## src/rtl/arb_rr_lock.sv

```systemverilog
// Round-robin arbiter with packet lock: multicast class dominates unicast, a grant is held
// until the tail flit moves or the granted request drops, then a one-cycle bubble follows.
module arb_rr_lock #(
    parameter int unsigned NPORT = 5
) (
    input  logic             clk,
    input  logic             rst_,
    input  logic [NPORT-1:0] u_req,
    input  logic [NPORT-1:0] m_req,
    input  logic [NPORT-1:0] multab_ct,
    input  logic             xfer,
    input  logic [NPORT-1:0] tail,
    output logic [NPORT-1:0] grt,
    output logic             grt_mc,
    output logic             busy
);

    localparam int unsigned PTR_W = $clog2(NPORT);

    typedef enum logic {StIdle, StLocked} state_e;

    state_e             state_q, state_d;
    logic [PTR_W-1:0]   ptr_m_q, ptr_m_d;
    logic [PTR_W-1:0]   ptr_u_q, ptr_u_d;
    logic [NPORT-1:0]   grt_q, grt_d;
    logic               grt_mc_q, grt_mc_d;

    // First set bit at or above ptr, wrapping modulo NPORT. MSB of the result flags a hit.
    function automatic logic [PTR_W:0] pick(input logic [NPORT-1:0] vec,
                                            input logic [PTR_W-1:0] ptr);
        logic [PTR_W:0] res;
        int unsigned    idx;
        res = '0;
        for (int unsigned i = 0; i < NPORT; i++) begin
            idx = (32'(ptr) + i) % NPORT;
            if (!res[PTR_W] && vec[idx]) begin
                res = {1'b1, PTR_W'(idx)};
            end
        end
        return res;
    endfunction

    logic [NPORT-1:0] e_m;
    logic             mc_sel;
    logic [PTR_W:0]   win;
    logic [PTR_W-1:0] own;
    logic [PTR_W-1:0] own_nxt;
    logic             own_req;
    logic             release_now;

    always_comb begin
        own = '0;
        for (int unsigned i = 0; i < NPORT; i++) begin
            if (grt_q[i]) begin
                own = PTR_W'(i);
            end
        end
    end

    always_comb begin
        e_m         = m_req & ~multab_ct;
        mc_sel      = |m_req;
        win         = mc_sel ? pick(e_m, ptr_m_q) : pick(u_req, ptr_u_q);
        own_nxt     = (own == PTR_W'(NPORT - 1)) ? '0 : own + 1'b1;
        own_req     = grt_mc_q ? m_req[own] : u_req[own];
        release_now = (xfer && tail[own]) || !own_req;

        state_d  = state_q;
        ptr_m_d  = ptr_m_q;
        ptr_u_d  = ptr_u_q;
        grt_d    = grt_q;
        grt_mc_d = grt_mc_q;

        unique case (state_q)
            StIdle: begin
                // xfer is meaningless without an owner and is deliberately not looked at here
                if (win[PTR_W]) begin
                    state_d  = StLocked;
                    grt_d    = NPORT'(1) << win[PTR_W-1:0];
                    grt_mc_d = mc_sel;
                end
            end
            StLocked: begin
                if (release_now) begin
                    state_d  = StIdle;
                    grt_d    = '0;
                    grt_mc_d = 1'b0;
                    if (grt_mc_q) begin
                        ptr_m_d = own_nxt;
                    end else begin
                        ptr_u_d = own_nxt;
                    end
                end
            end
            default: begin
                state_d = StIdle;
                grt_d   = '0;
            end
        endcase
    end

    always_ff @(posedge clk or negedge rst_) begin
        if (!rst_) begin
            state_q  <= StIdle;
            ptr_m_q  <= '0;
            ptr_u_q  <= '0;
            grt_q    <= '0;
            grt_mc_q <= 1'b0;
        end else begin
            state_q  <= state_d;
            ptr_m_q  <= ptr_m_d;
            ptr_u_q  <= ptr_u_d;
            grt_q    <= grt_d;
            grt_mc_q <= grt_mc_d;
        end
    end

    assign grt    = grt_q;
    assign grt_mc = grt_mc_q;
    assign busy   = (state_q == StLocked);

endmodule
```

## config.mk

```make
export PLATFORM = sky130hd
export DESIGN_NAME = arb_rr_lock
export DESIGN_NICKNAME = d
export VERILOG_FILES = /design/src/rtl/arb_rr_lock.sv
export SDC_FILE = /design/constraint.sdc
export NUM_CORES = 1
export LEC_CHECK = 0
export ABC_AREA = 1
export BUFFER_PORTS_ARGS = -buffer_cell sky130_fd_sc_hd__buf_2
export CORE_AREA = 2 2 96 98
export CTS_CLUSTER_DIAMETER = 60
export CTS_CLUSTER_SIZE = 28
export DETAILED_ROUTE_END_ITERATION = 8
export DIE_AREA = 0 0 98 100
export GPL_TIMING_DRIVEN = 0
export HOLD_SLACK_MARGIN = 0.02
export PLACE_DENSITY_LB_ADDON = 0.08
export SLEW_MARGIN = 0
export SYNTH_ARGS = -nofsm -noshare
export SYNTH_HDL_FRONTEND = slang
export SYNTH_SLANG_ARGS = --single-unit
```

## constraint.sdc

```tcl
create_clock -name clk -period 4.95 [get_ports clk]
set_clock_uncertainty 0.1 [all_clocks]
set_input_delay 0.495 -clock clk [delete_from_list [all_inputs] [get_ports clk]]
set_output_delay 0.495 -clock clk [all_outputs]
set_load 0.05 [all_outputs]
```

# Word-level counts from Yosys, hierarchy flattened
# Cells that the tools add are included.
[op_classes]
n_lt_le_gt_ge = 11
n_mux = 52
n_eq_ne = 3
add_sub_neg = 9
n_bitwise = 4
n_reduce_logical = 23
shifts = 1
div = 10
[ops]
columns = ["cell", "n"]
rows = [
  ["$lt A32 B4 Y1 const B", 10],
  ["$mod A32 B3 Y32 const B", 8],
  ["$mod A3 B3 Y32 const B", 2],
  ["$mux W4", 11],
  ["$bmux W1 S3", 13],
  ["$mux W1", 19],
  ["$add A3 B2 Y4 const B", 4],
  ["$mux W5", 2],
  ["$pmux W5 S2", 1],
  ["$logic_and A1 B1 Y1", 9],
  ["$logic_not A1 Y1", 9],
  ["$add A3 B1 Y4 const B", 2],
  ["$add A3 B3 Y4 const B", 2],
  ["$mux W3", 2],
  ["$reduce_and A3 Y1", 2],
  ["$and A5 B5 Y5", 1],
  ["$not A5 Y5", 1],
  ["$reduce_or A5 Y1", 1],
  ["$shl A1 B3 Y5 const A", 1],
  ["$lt A3 B4 Y1 const B", 1],
  ["$mux W2", 2],
  ["$pmux W1 S2", 2],
  ["$add A3 B1 Y3 const B", 1],
  ["$eq A3 B3 Y1 const B", 1],
  ["5 further kinds", 6],
]
[totals]
output_inout_bits = 7
register_bits = 13
word_cells = 118

# Logic depth before layout (Yosys ltp)
[logic_depth]
ltp_word = 21
mapped_depth = 29

# Worst setup path after synthesis
# Ideal clock, no wire load.
[synth_timing]
path_kind = "register to register"
startpoint = "reg ptr_u_q[0]"
endpoint = "reg grt_q[0], in the netlist grt[0]"
arrival_time_ns = 3.737
stages_incl_launch_ff = 30
path_buffers = 1
synth_period_minus_slack_ns = 3.956
setup_slack_ns = 0.994
path_cell_list = "dfrtp_1 > buf_2 > clkinv_1 > ha_1 > inv_1 > ha_1 > inv_1 > ha_1 > nor2_1 > nand2_1 > nand2_1 > xor2_1 > ha_1 > inv_1 > o21ai_0 > nand2_1 > nand2_1 > nand2_1 > inv_1 > nand3_1 > nand3_1 > nand2_2 > inv_1 > nand3_1 > nand3_1 > nand2_1 > nand2_1 > nor2_1 > nand2_1 > nand2_1"
[synth_between]
elab_chain_len = 20
elab_cells_between_ends = 38
classes_between = "add/sub (4); div (5); eq/ne (1); shift (1); mux (18); reduce/logical (9)"
[synth_rtl]
columns = ["item", "line", "text"]
rows = [
  ["start, declared", "24", "logic [PTR_W-1:0] ptr_u_q, ptr_u_d;"],
  ["start signal, assigned", "112", "ptr_u_q <= ptr_u_d;"],
  ["parallel branches: the longest is 15 deep, another holds $mod A32 B3 Y32", "n/a", ""],
  ["$mux W4 *", "36", "if (!res[PTR_W] && vec[idx]) begin"],
  ["$mux W4 *", "63", "win = mc_sel ? pick(e_m, ptr_m_q) : pick(u_req, ptr_u_q);"],
  ["$shl A1 B3 Y5", "79", "grt_d = NPORT'(1) << win[PTR_W-1:0];"],
  ["$mux W5", "77", "if (win[PTR_W]) begin"],
  ["$pmux W5 S2", "74", "unique case (state_q)"],
  ["end signal, assigned", "113", "grt_q <= grt_d;"],
  ["end, declared", "25", "logic [NPORT-1:0] grt_q, grt_d;"],
]
# Mark *: on every way between the ends. The select of a mux whose other input is x is not followed.
# A chain may end at the register's enable or synchronous reset.

# Worst setup path in the final report
[layout_timing]
startpoint = "reg ptr_u_q[0]"
endpoint = "reg grt_q[2], in the netlist grt[2]"
# Same word-level chain as after synthesis.

==> summary.md <==
| Metric | Value |
|---|---|
| Outcome | `finished clean` |
| Final min period | `roughly 4.4 ns` |
| Final nets | `706` |
| CTS H-tree lvls | `1` |
| Io pins | `30` |
| Yosys reg bits | `13` |
| Post-synth net total | `around 670` |
| Commonest cells post-synth | `nand2_1, inv_1, nand3_1` |
| Area contributors post-synth | `nand2_1, ha_1, nand3_1` |
| Via Count | `about 3,800` |
| Area growth syn-to-layout | `9.97%` |
| # port buffers | `29` |
| Num Clock Sinks | `13` |
| Fin worst setup slack | `between 0.5 and 0.6 ns` |
| Post-route insts no fill | `757` |
| Unrepaired setup endpoints after global routing | `no` |
| Routed wire length | `a little over 9000 um` |
| Cell area after layout | `roughly 0.0037 mm2` |
| Max-slew violations | `0` |
| DIE AREA | `about 0.01 mm2` |
| Dominant synthesized flop cell | `dfrtp_1` |
| Synth Area in XOR/XNOR | `0.0277` |
| DRC | `0` |
| First-pass GRT wire length | `16,200 um` |
| Cell taking the most area after synthesis | `nand2_1` |
| FP Rows | `35` |
| Worst stage delay on the critical path | `between 0.4 and 0.5 ns` |
| Min-delay worst type | `in -> async` |
| Placed Area | `roughly 0.0037 mm2` |
| Ys async rst share | `1.00` |
| Clock Path Buffers | `2` |
| Worst slew pin tran | `roughly 0.42 ns` |
| Worst Path Arrival | `approximately 4.5 ns` |
| Core area | `between 0.008 and 0.009 mm2` |
| Dpl hpwl | `7930 um` |
| Synth Cell Area | `between 0.003 and 0.004 mm2` |
| CP most frequent cell | `nand2_1` |
| Dpl ws | `approximately 0.15 ns` |
| Critical path peak fanout | `11` |
| GRT Total Usage | `0.194` |
| Top cell type's share of synthesized area | `0.204` |
| Fill cell count | `1,003` |
| Drt first-iter violations | `about 130` |
| Data required time at the worst endpoint | `just over 5 ns` |
| Largest net degree at the start of global routing | `14` |
| CTS root buf | `clkbuf_8` |
| Post-synthesis compound-gate area fraction | `0.131` |
| Antenna violations before repair | `0` |
| Yosys warning count | `0` |
| Die X | `between 90 and 100 um` |
| Die Y | `around 100 um` |
| Yosys cell types | `33` |
| Max Cap Viol | `0` |
| Total global routing overflow | `0` |
| Avg Vias per Cell | `between 5 and 6` |
| WL per Instance | `12.3 um` |
| Critical path capture point type | `register` |
| Worst-path clk slew | `~0.060 ns` |
| Post-Synth Adder-Cell Area | `0.133` |
| Routability cong. | `between 0.8 and 0.9` |
| Post-route ant nets | `0` |
| Most numerous cell in the Yosys netlist | `nand2_1` |
| Slew HR | `0.714` |
| Largest family of logic cells by synthesized area | `simple AND/OR/NAND/NOR gates` |
| Vias in the first global route | `between 3,000 and 4,000` |
| Slowest CP cell | `dfrtp_2` |
| Seq/Total Area, Yosys | `0.0960` |
| Syn Area/Cell | `between 5 and 6 um2` |
| CTS tree | `yes` |
| Total negative slack | `0 ns` |
| Fin. Hold Viols | `0` |
| Ant. Diodes | `0` |
| Simple-gate share of the synthesized area | `0.491` |
| Post-CTS Setup Bufs | `0` |
| Final setup violation count | `0` |
| Initial Util | `0.381` |
| Drt first pass iters | `5` |
| Syn Inst Count | `approximately 610` |
| CTS Buf Count | `3` |
| Number of synthesized flops with an enable pin | `0` |
| Worst Setup Start Kind | `register` |
| Crit path kind | `reg -> reg` |
| Placed cells | `between 700 and 800` |
| Share of cells above drive strength 1 | `0.118` |
| Multiplexer area fraction after synthesis | `0` |
| Max Clk Rate | `225 MHz` |
| Period utilisation layout | `0.898` |
| Clk_lat worst skew | `around 0.24 ns` |
final timing paths:
check / startpoint / endpoint / slack [ns] / depth (start not counted)
setup / recovery: ptr_u_q[0] / grt[2] / 0.51 / 28
hold / removal: rst_ / busy / 0.03 / 1
setup reg to reg: ptr_u_q[0] / grt[2] / 0.51 / 28
min in group clk: grt[0] / grt[0] / 0.41 / 2
hold reg to reg: grt[0] / grt[0] / 0.41 / 2
max in group asynchronous: rst_ / ptr_u_q[0] / 4.47 / 1
cell usage in the layout (no fill, tap or decap):
| master | instances |
|---|---|
| a21oi_1 | 14 |
| dfrtp_2 | 2 |
| nor3_1 | 2 |
| a21o_1 | 2 |
| a22oi_1 | 2 |
| or2_2 | 2 |
| clkbuf_1 | 4 |
| o21a_1 | 2 |
| inv_1 | 95 |
| clkinv_1 | 1 |
| o21ai_1 | 7 |
| inv_2 | 6 |
| nand3_2 | 9 |
| xor2_1 | 7 |
| nor2_1 | 43 |
| clkbuf_8 | 3 |
| clkinvlp_4 | 1 |
| inv_4 | 1 |
| nor4_1 | 1 |
| buf_2 | 31 |
| nor2_2 | 4 |
| o2111ai_1 | 1 |
| nand3_1 | 86 |
| xor2_2 | 2 |
| o21ai_0 | 45 |
| nand2_1 | 184 |
| o21bai_1 | 1 |
| nand2_2 | 10 |
| nand4_1 | 16 |
| o21ai_2 | 1 |
| ha_1 | 36 |
| dfrtp_1 | 11 |
| or2_1 | 1 |
| nor2_4 | 4 |
| o211ai_1 | 5 |
| a211oi_1 | 1 |
| nand3b_1 | 3 |
what timing repair did:
| item | CTS | global route |
|---|---|---|
| hold buffers | 0 | 0 |
| resized for setup | 0 | 6 |
| hold endpoints to repair | 0 | 0 |
| endpoints found under the setup margin | 0 | 7 |
through the flow:
step,hold slack (ns),util
after floorplan,0.0994,-
after global placement,0.296,0.413
after detailed placement,0.295,0.413
after CTS,0.0371,0.418
after global routing,0.0494,0.419
final,0.0294,0.419
area by class of cell:
class	count	area, um2	share of cell area
Buffer	5	21.3	0.00571
Clock buffer	4	45.0	0.0121
Inverter	104	397	0.106
Multi-Input combinational cell	491	2650	0.712
Sequential cell	13	328	0.0879
Tap cell	111	139	0.0373
Timing Repair Buffer	29	145	0.0389
critical path: cells and delay by family (launching register included):
family                   cells  cell delay (ns)
flip-flops                   1             0.46
XOR/XNOR                     1             0.26
AO/OA/AOI/OAI                1             0.25
buffers and inverters        7             0.96
AND/OR/NAND/NOR             15             1.45
adder cells (fa/ha/maj)      4             0.88
state kept, by name, summed over array words and instances (netlist names):
signal	cells
grt	5
ptr_m_q	3
ptr_u_q	3
busy	1
grt_mc	1
cells by family after synthesis:
kind of cell / Yosys count
and+or+nand+nor: 365
adders and majority gates: 36
DFF: 13
xor gates and xnor gates: 9
buffers and inverters: 109
AOI/OAI and AO/OA: 81
metal layers:
layer | GRT usage | wire length, um | up-vias
li1 | - | - | 2047
met1 | 0.247 | 4330 | 1695
met2 | 0.362 | 4540 | 57
met3 | 0.0188 | 297 | 10
met4 | 0.0331 | 140 | 0
met5 | 0 | 0 | -
Power is not shown: default switching activity piles up to over one toggle a cycle in this logic, so the estimate is an artifact.
